--- src/rtl/lock_key_loader.sv ---
`default_nettype none
// ============================================================================
// Module   : lock_key_loader
// Function : Serial key loader with check-field verification and lockout
//            for the key gates of a logic-locked core.
// Revision : 1.0
// ============================================================================
module lock_key_loader #(
  parameter int                  KEY_WIDTH = 10,
  parameter int                  CHK_WIDTH = 4,
  parameter int                  MAX_FAIL  = 3,
  parameter logic [KEY_WIDTH-1:0] DECOY_KEY = '0
) (
  input  logic                            clk,
  input  logic                            rst_n,
  input  logic                            load_start,
  input  logic                            sdata,
  input  logic                            svalid,
  output logic [KEY_WIDTH-1:0]            key_out,
  output logic                            key_valid,
  output logic                            busy,
  output logic                            err,
  output logic                            lockout,
  output logic [$clog2(MAX_FAIL+1)-1:0]   fail_cnt
);

  localparam int CNT_W = (KEY_WIDTH > 1) ? $clog2(KEY_WIDTH) : 1;
  localparam int FCW   = $clog2(MAX_FAIL + 1);
  localparam logic [CNT_W-1:0] KEY_LAST = CNT_W'(KEY_WIDTH - 1);
  localparam logic [CNT_W-1:0] CHK_LAST = CNT_W'(CHK_WIDTH - 1);
  localparam logic [CNT_W-1:0] CNT_ONE  = CNT_W'(1);
  localparam logic [FCW-1:0]   FAIL_MAX = FCW'(MAX_FAIL);
  localparam logic [FCW-1:0]   FAIL_ONE = FCW'(1);

  typedef enum logic [2:0] {
    S_IDLE      = 3'd0,
    S_SHIFT_KEY = 3'd1,
    S_SHIFT_CHK = 3'd2,
    S_CHECK     = 3'd3,
    S_LOADED    = 3'd4,
    S_LOCKOUT   = 3'd5
  } state_t;

  state_t                 r_state, w_state_nxt;
  logic [KEY_WIDTH-1:0]   r_shift, w_shift_nxt;
  logic [CHK_WIDTH-1:0]   r_chk,   w_chk_nxt;
  logic [CNT_W-1:0]       r_cnt,   w_cnt_nxt;
  logic [KEY_WIDTH-1:0]   r_key,   w_key_nxt;
  logic                   r_kv,    w_kv_nxt;
  logic                   r_err,   w_err_nxt;
  logic [FCW-1:0]         r_fail,  w_fail_nxt;
  logic [FCW-1:0]         w_fail_inc;
  logic [CHK_WIDTH-1:0]   w_exp_chk;

  // Check bit j folds every key bit whose index is congruent to j mod CHK_WIDTH.
  always_comb begin
    w_exp_chk = '0;
    for (int i = 0; i < KEY_WIDTH; i += CHK_WIDTH) begin
      w_exp_chk = w_exp_chk ^ CHK_WIDTH'(r_shift >> i);
    end
  end

  assign w_fail_inc = (r_fail < FAIL_MAX) ? (r_fail + FAIL_ONE) : r_fail;

  always_ff @(posedge clk) begin
    if (!rst_n) begin
      r_state <= S_IDLE;
      r_shift <= '0;
      r_chk   <= '0;
      r_cnt   <= '0;
      r_key   <= DECOY_KEY;
      r_kv    <= 1'b0;
      r_err   <= 1'b0;
      r_fail  <= '0;
    end else begin
      r_state <= w_state_nxt;
      r_shift <= w_shift_nxt;
      r_chk   <= w_chk_nxt;
      r_cnt   <= w_cnt_nxt;
      r_key   <= w_key_nxt;
      r_kv    <= w_kv_nxt;
      r_err   <= w_err_nxt;
      r_fail  <= w_fail_nxt;
    end
  end

  always_comb begin
    w_state_nxt = r_state;
    w_shift_nxt = r_shift;
    w_chk_nxt   = r_chk;
    w_cnt_nxt   = r_cnt;
    w_key_nxt   = r_key;
    w_kv_nxt    = r_kv;
    w_err_nxt   = r_err;
    w_fail_nxt  = r_fail;

    // Bits enter at the MSB and shift down, so after the full field the
    // first (LSB-first) bit sits at position 0.
    case (r_state)
      S_IDLE, S_LOADED: begin
        if (load_start) begin
          w_state_nxt = S_SHIFT_KEY;
          w_shift_nxt = '0;
          w_chk_nxt   = '0;
          w_cnt_nxt   = '0;
          w_err_nxt   = 1'b0;
        end
      end
      S_SHIFT_KEY: begin
        if (load_start) begin
          w_shift_nxt = '0;
          w_chk_nxt   = '0;
          w_cnt_nxt   = '0;
          w_err_nxt   = 1'b0;
        end else if (svalid) begin
          w_shift_nxt = (KEY_WIDTH'(sdata) << (KEY_WIDTH - 1)) | (r_shift >> 1);
          if (r_cnt == KEY_LAST) begin
            w_state_nxt = S_SHIFT_CHK;
            w_cnt_nxt   = '0;
          end else begin
            w_cnt_nxt = r_cnt + CNT_ONE;
          end
        end
      end
      S_SHIFT_CHK: begin
        if (load_start) begin
          w_state_nxt = S_SHIFT_KEY;
          w_shift_nxt = '0;
          w_chk_nxt   = '0;
          w_cnt_nxt   = '0;
          w_err_nxt   = 1'b0;
        end else if (svalid) begin
          w_chk_nxt = (CHK_WIDTH'(sdata) << (CHK_WIDTH - 1)) | (r_chk >> 1);
          if (r_cnt == CHK_LAST) begin
            w_state_nxt = S_CHECK;
            w_cnt_nxt   = '0;
          end else begin
            w_cnt_nxt = r_cnt + CNT_ONE;
          end
        end
      end
      S_CHECK: begin
        if (r_chk == w_exp_chk) begin
          w_key_nxt   = r_shift;
          w_kv_nxt    = 1'b1;
          w_fail_nxt  = '0;
          w_err_nxt   = 1'b0;
          w_state_nxt = S_LOADED;
        end else begin
          w_key_nxt   = DECOY_KEY;
          w_kv_nxt    = 1'b0;
          w_err_nxt   = 1'b1;
          w_fail_nxt  = w_fail_inc;
          w_state_nxt = (w_fail_inc == FAIL_MAX) ? S_LOCKOUT : S_IDLE;
        end
      end
      S_LOCKOUT: begin
        w_key_nxt = DECOY_KEY;
        w_kv_nxt  = 1'b0;
      end
      default: begin
        w_state_nxt = S_IDLE;
      end
    endcase
  end

  assign key_out   = r_key;
  assign key_valid = r_kv;
  assign err       = r_err;
  assign fail_cnt  = r_fail;
  assign busy      = (r_state == S_SHIFT_KEY) || (r_state == S_SHIFT_CHK) ||
                     (r_state == S_CHECK);
  assign lockout   = (r_state == S_LOCKOUT);

endmodule
`default_nettype wire

--- config.mk ---
export PLATFORM = sky130hd
export DESIGN_NAME = lock_key_loader
export DESIGN_NICKNAME = d
export VERILOG_FILES = /design/src/rtl/lock_key_loader.sv
export SDC_FILE = /design/constraint.sdc
export NUM_CORES = 1
export LEC_CHECK = 0
export ABC_CLOCK_PERIOD_IN_PS = 3700
export CORE_MARGIN = 8
export CORE_UTILIZATION = 45
export DETAILED_ROUTE_END_ITERATION = 7
export HOLD_SLACK_MARGIN = 0.08
export PLACE_DENSITY = 0.67
export SYNTH_ARGS = -nofsm -noshare
export SYNTH_HDL_FRONTEND = slang
export SYNTH_SLANG_ARGS = --single-unit
export TNS_END_PERCENT = 1
--- constraint.sdc ---
create_clock -name clk -period 3.7 [get_ports clk]
set_input_delay 0.925 -clock clk [delete_from_list [all_inputs] [get_ports clk]]
set_output_delay 0.925 -clock clk [all_outputs]
set_load 0.02 [all_outputs]
Word-level counts from Yosys, hierarchy flattened
Index checks and enable logic that the tools add are counted.

storage, ports and cells
  input bits = 5
  bits in registers = 35
  output and inout port bits = 16
  word-level logic and storage cells = 86

operators by class
  bitwise gates (word level) = 5
  $add $sub $neg = 2
  equality and inequality tests = 19
  reduce and logical (&&, ||, !) cells = 17
  magnitude comparators = 1
  multiplexer cells = 34

operators with widths
  kind                                                                    count
  10-bit two-way mux                                                      4
  10-bit case mux with 2 select lines                                     2
  4-bit two-way mux                                                       9
  3-bit two-way mux                                                       9
  3-bit case mux with 5 select lines                                      1
  4-bit case mux with 3 select lines                                      1
  10-bit by 9-bit OR with 10-bit output                                   1
  3-bit != test (second input constant)                                   3
  2-bit != test (second input constant)                                   4
  4-bit case mux with 2 select lines                                      1
  2-bit nonzero test                                                      4
  7-bit AND reduction                                                     1
  3-bit by 2-bit equality test with 1-bit output (second input constant)  2
  3-bit equality test (second input constant)                             2
  2-bit by 1-bit != test with 1-bit output (second input constant)        3
  3-bit AND reduction                                                     2
  3-bit OR reduction                                                      2
  4-bit by 1-bit adder with 4-bit output (second input constant)          1
  4-bit by 2-bit equality test with 1-bit output (second input constant)  1
  4-bit equality test                                                     1
  4-bit equality test (second input constant)                             1
  2-bit two-way mux                                                       2
  4-bit by 3-bit OR with 4-bit output                                     1
  1-bit case mux with 2 select lines                                      2
  15 further kinds                                                        18

Longest topological paths before layout
  depth after elaboration = 6
  depth in mapped cells = 6
  mapped depth without buffers = 6

Worst setup path after synthesis
Ideal clock, no wire load.

  kind = input-to-reg
  start point = in load_start
  end point = reg r_cnt[2]
  path buffers = 1
  slack = 1.257 ns
  stages = 5
  required time = 3.626 ns
  setup time = 0.074 ns
  data arrival time = 2.368 ns
  path through = buf_2 or4b_1 o32ai_4 or4b_1 a31oi_1

on the way
  word-level cells in the longest chain between the ends = 2
  elaborated cells on any way between the ends = 7
  those cells by class = eq/ne (3); mux (3); reduce/logical (1)

ends and longest elaborated chain
  what                                                                                               RTL line  text
  start, declared                                                                                    16        input logic load_start,
  3-bit != test (no source line) (tied with other cells)                                             n/a
  4-bit AND reduction (no source line) / 4-bit case mux with 3 select lines (equally long branches)  n/a
  end signal, assigned                                                                               79        r_cnt <= w_cnt_nxt;
  end, declared                                                                                      47        logic [CNT_W-1:0] r_cnt, w_cnt_nxt;

Several ways; a longest one is shown, not always the timed one.
A chain may end at the register's enable or synchronous reset.

Final worst setup path
  start point = reg r_state[0]
  end point = out lockout

on the way
  word-level cells in the longest chain between the ends = 1

ends and longest elaborated chain
  what                    RTL line  text
  start, declared         44        state_t r_state, w_state_nxt;
  start signal, assigned  76        r_state <= w_state_nxt;
  3-bit equality test     173       assign lockout = (r_state == S_LOCKOUT);
  end, declared           23        output logic lockout,

No other way between the ends.

==> results.sh <==
export IMPL_synth_area_leaders="dfxtp_1 (43%), a32o_1 (6.2%), xnor2_1 (4.8%), a22oi_1 (4.6%), nor2_1 (4.2%)"
export IMPL_syn_cell_area_um2=1627
export IMPL_htree_levels=2
export IMPL_cts_tree="yes"
export IMPL_fin_total_pwr_mw=0.8269
export IMPL_cts_setup_buffers=0
export IMPL_io_pins=21
export IMPL_port_buffers=20
export IMPL_antenna_found_initial=0
export IMPL_die_x_um=76.12
export IMPL_power_density_nw_per_um2=425.0
export IMPL_required_ns=2.77
export IMPL_nets=197
export IMPL_post_cts_resized=0
export IMPL_hp_class="flip-flop to flip-flop"
export IMPL_yosys_warnings=0
export IMPL_cap_viol_max_count=0
export IMPL_rrSetupSlack_ns=1.52
export IMPL_hold_end="key_out[0]"
export IMPL_slowest_stage="clkdlybuf4s50_1"
export IMPL_clk_pin_slew_ns=0.11
export IMPL_insertion_delay_ns=0.33
export IMPL_core_um2=3578
export IMPL_async_reset_ff_share_pct=0
export IMPL_initialDrtViolationCount=92
export IMPL_critPathKind="flip-flop to output pin"
export IMPL_reg2reg_depth=4
export IMPL_cts_root_buf="clkbuf_4"
export IMPL_start_util_pct=45.45
export IMPL_r2r_end="r_cnt[2]"
export IMPL_crit_path_start_kind="flip-flop"
export IMPL_setup_viol=0
export IMPL_drv_slew=0
export IMPL_wl_per_cell_um=14.45
export IMPL_worst_ep_arrival_time_ns=1.93
export IMPL_syn_nets=178
export IMPL_dp_cells=231
export IMPL_fillCellCount=324
export IMPL_ys_seq_area_share_pct=43.08
export IMPL_postRouteAntennaNets=0
export IMPL_via_per_inst=5.536
export IMPL_setup_ws_ns=0.8482
export IMPL_clock_skew_ns=0.01333
export IMPL_min_delay_path_depth=1
export IMPL_timing_rr_start="r_state[0]"
export IMPL_drive_above_1_share_pct=7.330
export IMPL_synth_cells=171
export IMPL_cts_sinks=35
export IMPL_clock_path_buffers=2
export IMPL_timing_fmax_mhz=350.7
export IMPL_design_area_um2=1946
export IMPL_gp_congestion=0.7953
export IMPL_netlist_area_leader_share_pct=43.08
export IMPL_ys_flop_type="dfxtp_1"
export IMPL_drc=0
export IMPL_critPathMaxFanout=14
export IMPL_grt_max_degree=23
export IMPL_tightest_slew_ns=1.144
export IMPL_min_from="key_out[0]"
export IMPL_fin_crit_sh_pct=77.08
export IMPL_outcome="finished clean"
export IMPL_crit_path_max_incr_delay_ns=0.61
export IMPL_pre_cts_ws_ns=0.6763
export IMPL_rsz0062_at_grt="false"
export IMPL_antennaDiodeCount=0
export IMPL_p_leak_nw=0.6778
export IMPL_yosysUniqueCellTypes=45
export IMPL_drt_wl_total_um=3454
export IMPL_numCtsBuffers=5
export IMPL_grt_total_usage_pct=12.22
export IMPL_grt_remaining_overflow=0
export IMPL_rows=22
export IMPL_grt_pass1_wl_um=5899
export IMPL_holdWs_ns=0.4755
export IMPL_yosysTopAreaCell="dfxtp_1"
export IMPL_placed_area_um2=1864
export IMPL_relSlewSlack_pct=23.16
export IMPL_avgSynthCellArea_um2=9.512
export IMPL_path_cells="nor2b_1 > and2_1 > clkdlybuf4s50_1"
export IMPL_final_min_clock_period_ns=2.852
export IMPL_synth_edff_count=0
export IMPL_syn_to_final_growth_pct=19.62
export IMPL_setup_tns_ns=0
export IMPL_ir_drop_mv=0.2623
export IMPL_fin_cells=239
export IMPL_dp_hpwl_um=2542
export IMPL_hold_buffers=0
export IMPL_end_kind="output pin"
export IMPL_vias=1323
export IMPL_dr_pass1_iters=4
export IMPL_utilization_pct=54.37
export IMPL_dieArea_um2=5794
export IMPL_synth_seq_cells=35
export IMPL_timing_hold_violations_final=0
export IMPL_grt_pass1_vias=1318
export IMPL_die_h_um=76.12
-- cell families (layout without fill, tap and decap cells) --
| logic type | Yosys count | after routing | synth area share, % |
|---|---|---|---|
| AOI/OAI and AO/OA | 45 | 45 | 22.46 |
| xor gates and xnor gates | 11 | 11 | 5.924 |
| adders and majority gates | 3 | 3 | 2.154 |
| buffers and inverters | 16 | 36 | 3.922 |
| DFF | 35 | 35 | 43.08 |
| muxes | 4 | 4 | 2.462 |
| and+or+nand+nor | 57 | 57 | 20.00 |
-- power by group --
group,switching [mW],internal [mW],total (mW),leakage [nW]
Sequential,0.0236,0.386,0.409,0.282
Combinational,0.0836,0.0663,0.150,0.351
Clock,0.126,0.142,0.268,0.0452
Total,0.233,0.594,0.827,0.678
-- worst max-delay path by stage --
stage	startpoint	end	slack [ns]	cells after the start
after floorplan	load_start	r_cnt[2]	1.26	5
final	r_state[0]	lockout	0.85	3
after global placement	load_start	r_cnt[2]	0.75	5
after CTS	r_state[0]	lockout	0.80	3
after detailed placement	load_start	r_cnt[2]	0.68	5
after global routing	r_state[0]	lockout	0.70	3
-- final cells by class --
class	instances	area [um2]	area share (%)
multi-input combinational	120	862.1	44.31
timing repair buffer	23	222.7	11.45
sequential	35	700.7	36.01
clock inverter	3	43.79	2.251
tap	48	60.06	3.087
clock buffer	5	37.54	1.929
inverter	5	18.77	0.9646
-- cells in the mapped netlist, types with 2 or more instances --
cell / n
and2_1: 5
a32o_1: 10
clkbuf_1: 7
xnor2_1: 9
or3b_1: 5
a31oi_1: 2
inv_1: 4
xor2_1: 2
a21oi_1: 5
nand2_1: 8
mux2i_1: 4
o211ai_1: 4
buf_2: 3
nand3_1: 4
dfxtp_1: 35
nor2_1: 18
nor3_1: 3
or4b_1: 3
a22oi_1: 10
o22ai_1: 3
ha_1: 2
a211oi_1: 2
-- layout by cell type (no fill, tap or decap), types with 3 or more instances in the layout --
| cell | instances |
|---|---|
| nand2_1 | 8 |
| mux2i_1 | 4 |
| inv_1 | 4 |
| or4b_1 | 3 |
| clkdlybuf4s50_1 | 20 |
| or3b_1 | 5 |
| and2_1 | 5 |
| a32o_1 | 10 |
| buf_4 | 3 |
| o211ai_1 | 4 |
| clkbuf_4 | 5 |
| a22oi_1 | 10 |
| nor2_1 | 18 |
| dfxtp_1 | 35 |
| a21oi_1 | 5 |
| nand3_1 | 4 |
| xnor2_1 | 9 |
| nor3_1 | 3 |
| o22ai_1 | 3 |
-- sequential cells by signal, indices dropped and copies added (netlist names) --
name,flops
err,1
fail_cnt,2
key_out,10
key_valid,1
r_chk,4
r_cnt,4
r_shift,10
r_state,3
-- worst max-delay path, delay by kind of cell, from the launching register on --
| family | cells | cell delay, ns |
|---|---|---|
| buffers and inverters | 1 | 0.61 |
| flip-flops | 1 | 0.59 |
| AND/OR/NAND/NOR | 2 | 0.38 |
-- routing by layer --
metal	track usage, %	wire length [um]	up-vias
met5	0	0	-
met3	4.717	140	2
met1	12.80	1535	633
met4	5.769	25	0
met2	20.99	1752	15
li1	-	-	673
No activity file was read; power rests on OpenSTA's default activity.
==> RTL change, RTL diff (config.mk and constraints unchanged) <==
The parameter `MAX_FAIL` goes from 3 to 6.
--- a/src/rtl/lock_key_loader.sv
+++ b/src/rtl/lock_key_loader.sv
@@ -10,3 +10,3 @@
   parameter int                  CHK_WIDTH = 4,
-  parameter int                  MAX_FAIL  = 3,
+  parameter int                  MAX_FAIL  = 6,
   parameter logic [KEY_WIDTH-1:0] DECOY_KEY = '0
Ports: changed (resized fail_cnt); port bits go from 21 to 22. No check against the original RTL was run, so the function may have changed too.
==> RTL change against the unedited design <==
- area after synthesis increased by 14%
- first-iteration DRC count down 26%
- die area up 11%
- worst setup slack improved by 0.084 ns
- cell area grew 12%
- via count grew 14%
- global-route usage down 0.091 points
- sequential cell count is 1 higher
- critical path depth stayed put
- wire length up 6.5%
- worst hold slack hardly changed
- critical path type unchanged
- highest routed layer unchanged
Power is not compared: it rests on default switching activity, and its combinational part moved more than twofold at a synthesized area within 25%.
==> RTL change: results (changes against the unedited design) <==
[synthesis]
synthTopCellsByCount=sky130_fd_sc_hd__dfxtp_1, sky130_fd_sc_hd__nor2_1, sky130_fd_sc_hd__inv_1  ; was sky130_fd_sc_hd__dfxtp_1, sky130_fd_sc_hd__nor2_1, sky130_fd_sc_hd__a22oi_1, sky130_fd_sc_hd__a32o_1, sky130_fd_sc_hd__xnor2_1
muxShareOfSynthArea_pct=0.538  ; was 2.46%
synth_nets=223  ; was 178
combined_area_of_all_synthesized_cells_mm2=0.00186  ; was 0.00163 mm^2
synth_sequential_area_ratio_pct=38.8  ; was 43.1%
synth-compound-area-share_pct=22.7  ; was 22.5%
synth_area_leaders=sky130_fd_sc_hd__dfxtp_1, sky130_fd_sc_hd__a31oi_1, sky130_fd_sc_hd__nor2b_1  ; was sky130_fd_sc_hd__dfxtp_1, sky130_fd_sc_hd__a32o_1, sky130_fd_sc_hd__xnor2_1
post_synth_xor_area_fraction_pct=5.79  ; was 5.92%

[clock_network]
clk_pin_slew_ns=0.08  ; was 0.11 ns
worst_skew_pair.late_latency_ns=0.29  ; was 0.33 ns

[layout]
number_of_fillers_in_the_final_layout=395  ; was 324
proportion_of_layout_cells_with_a_drive_suffix_above_1_pct=8.47  ; was 7.33%
fin_nets=243  ; was 197
final_core_util_pct=54.6  ; was 54.4%

[global_route]
first_global_vias=1310  ; was 1318
grt.total_usage_pct=12.1  ; was 12.2%
maximum_number_of_pins_on_one_net_before_global_route_repair=32  ; was 23
grt_first_pass_wirelength_um=6250  ; was 5900 um

[setup_path]
timing.critical_path.arrival_ns=1.84  ; was 1.93 ns
worstPathMaxFanout=16  ; was 14
timing.critical_path.slowest_cell_delay_ns=0.68  ; was 0.61 ns

[routing]
drtPass1Iterations=4  ; unchanged
post_drt_via_cell_ratio=5.27  ; was 5.54
total_length_of_routed_wires_um=3680  ; was 3450 um

[run_status]
outcome=completed  ; unchanged

[place]
place_hpwl_um=2600  ; was 2540 um
buffer_ports.inserted=21  ; was 20
postPlaceCellArea_mm2=0.00209  ; was 0.00186 mm^2
gp_congestion=0.757  ; was 0.795

[sta]
worst_clock_skew_ns=0.00823  ; was 0.0133 ns

-- RTL change: cell count changes after synthesis, sizes merged, moves of 4 or more --
cell / delta
inv: +15
nor2b: +12
a31oi: +11
a32o: -10
a22o: +9
a22oi: -9
o21a: +8
and3: +6
or3b: -5
xnor2: -5
clkbuf: -4
o211ai: -4
o21ai: +4
-- RTL change: path summary, 6_finish.rpt --
kind / cells after the start / slack [ns] / endpoint / startpoint
max: 3 / 0.93 / lockout / r_state[2]$_SDFFE_PN0P_
min: 1 / 0.48 / key_out[9]$_SDFFE_PN0P_ / key_out[9]$_SDFFE_PN0P_
max reg2reg: 4 / 1.86 / key_out[7]$_SDFFE_PN0P_ / r_state[0]$_SDFFE_PN0P_
min reg2reg: 1 / 0.48 / key_out[9]$_SDFFE_PN0P_ / key_out[9]$_SDFFE_PN0P_
-- RTL change: area by class of cell --
| cell class | instances | area share, % |
|---|---|---|
| Multi-Input combinational cell | 150 | 46.5 |
| Timing Repair Buffer | 23 | 10.3 |
| Inverter | 19 | 3.27 |
| Clock buffer | 5 | 3.15 |
| Tap cell | 50 | 2.87 |
| Sequential cell | 36 | 33.0 |
| Clock inverter | 3 | 0.860 |
-- RTL change: cells by family (layout without fill, tap and decap cells) --
logic type	after synthesis	count (layout)
simple gates	78	78
compound gates	58	58
flops	36	36
buf+inv	29	50
xor+xnor	9	9
fa+ha+maj	4	4
mux	1	1
-- RTL change: worst max-delay path, delay by kind of cell (launching register included) --
kind / cells / cell delay [ns]
and+or+nand+nor: 1 / 0.13
buffers and inverters: 2 / 0.75
DFF: 1 / 0.68
-- RTL change: metrics by stage --
stage / instances / hold WS (ns) / setup WS, ns
floorplan: 215 / 0.493 / 1.79
global placement: 278 / 0.459 / 1.09
detailed placement: 278 / 0.460 / 1.04
CTS: 286 / 0.478 / 0.936
global route: 286 / 0.500 / 0.796
finish: 286 / 0.475 / 0.932
-- RTL change: power groups by stage --
stage | clock network, mW | logic, mW | registers [mW]
2_1_floorplan | 0 | 0.0347 | 0.399
3_3_place_gp | 0 | 0.0469 | 0.402
3_5_place_dp | 0 | 0.0473 | 0.402
4_1_cts | 0.284 | 0.0474 | 0.393
5_1_grt | 0.303 | 0.0518 | 0.394
6_report | 0.278 | 0.0470 | 0.393
-- RTL change: per-layer routing --
layer  part of all wire, %  routed length (um)  up-vias  global-route usage, %
li1                      -                   -      798                      -
met1                    49                1790      685                   15.0
met2                    46                1670       23                   18.8
met3                   4.9                 182        2                   4.13
met4                  0.95                  35        0                   4.91
met5                     0                   0        -                      0
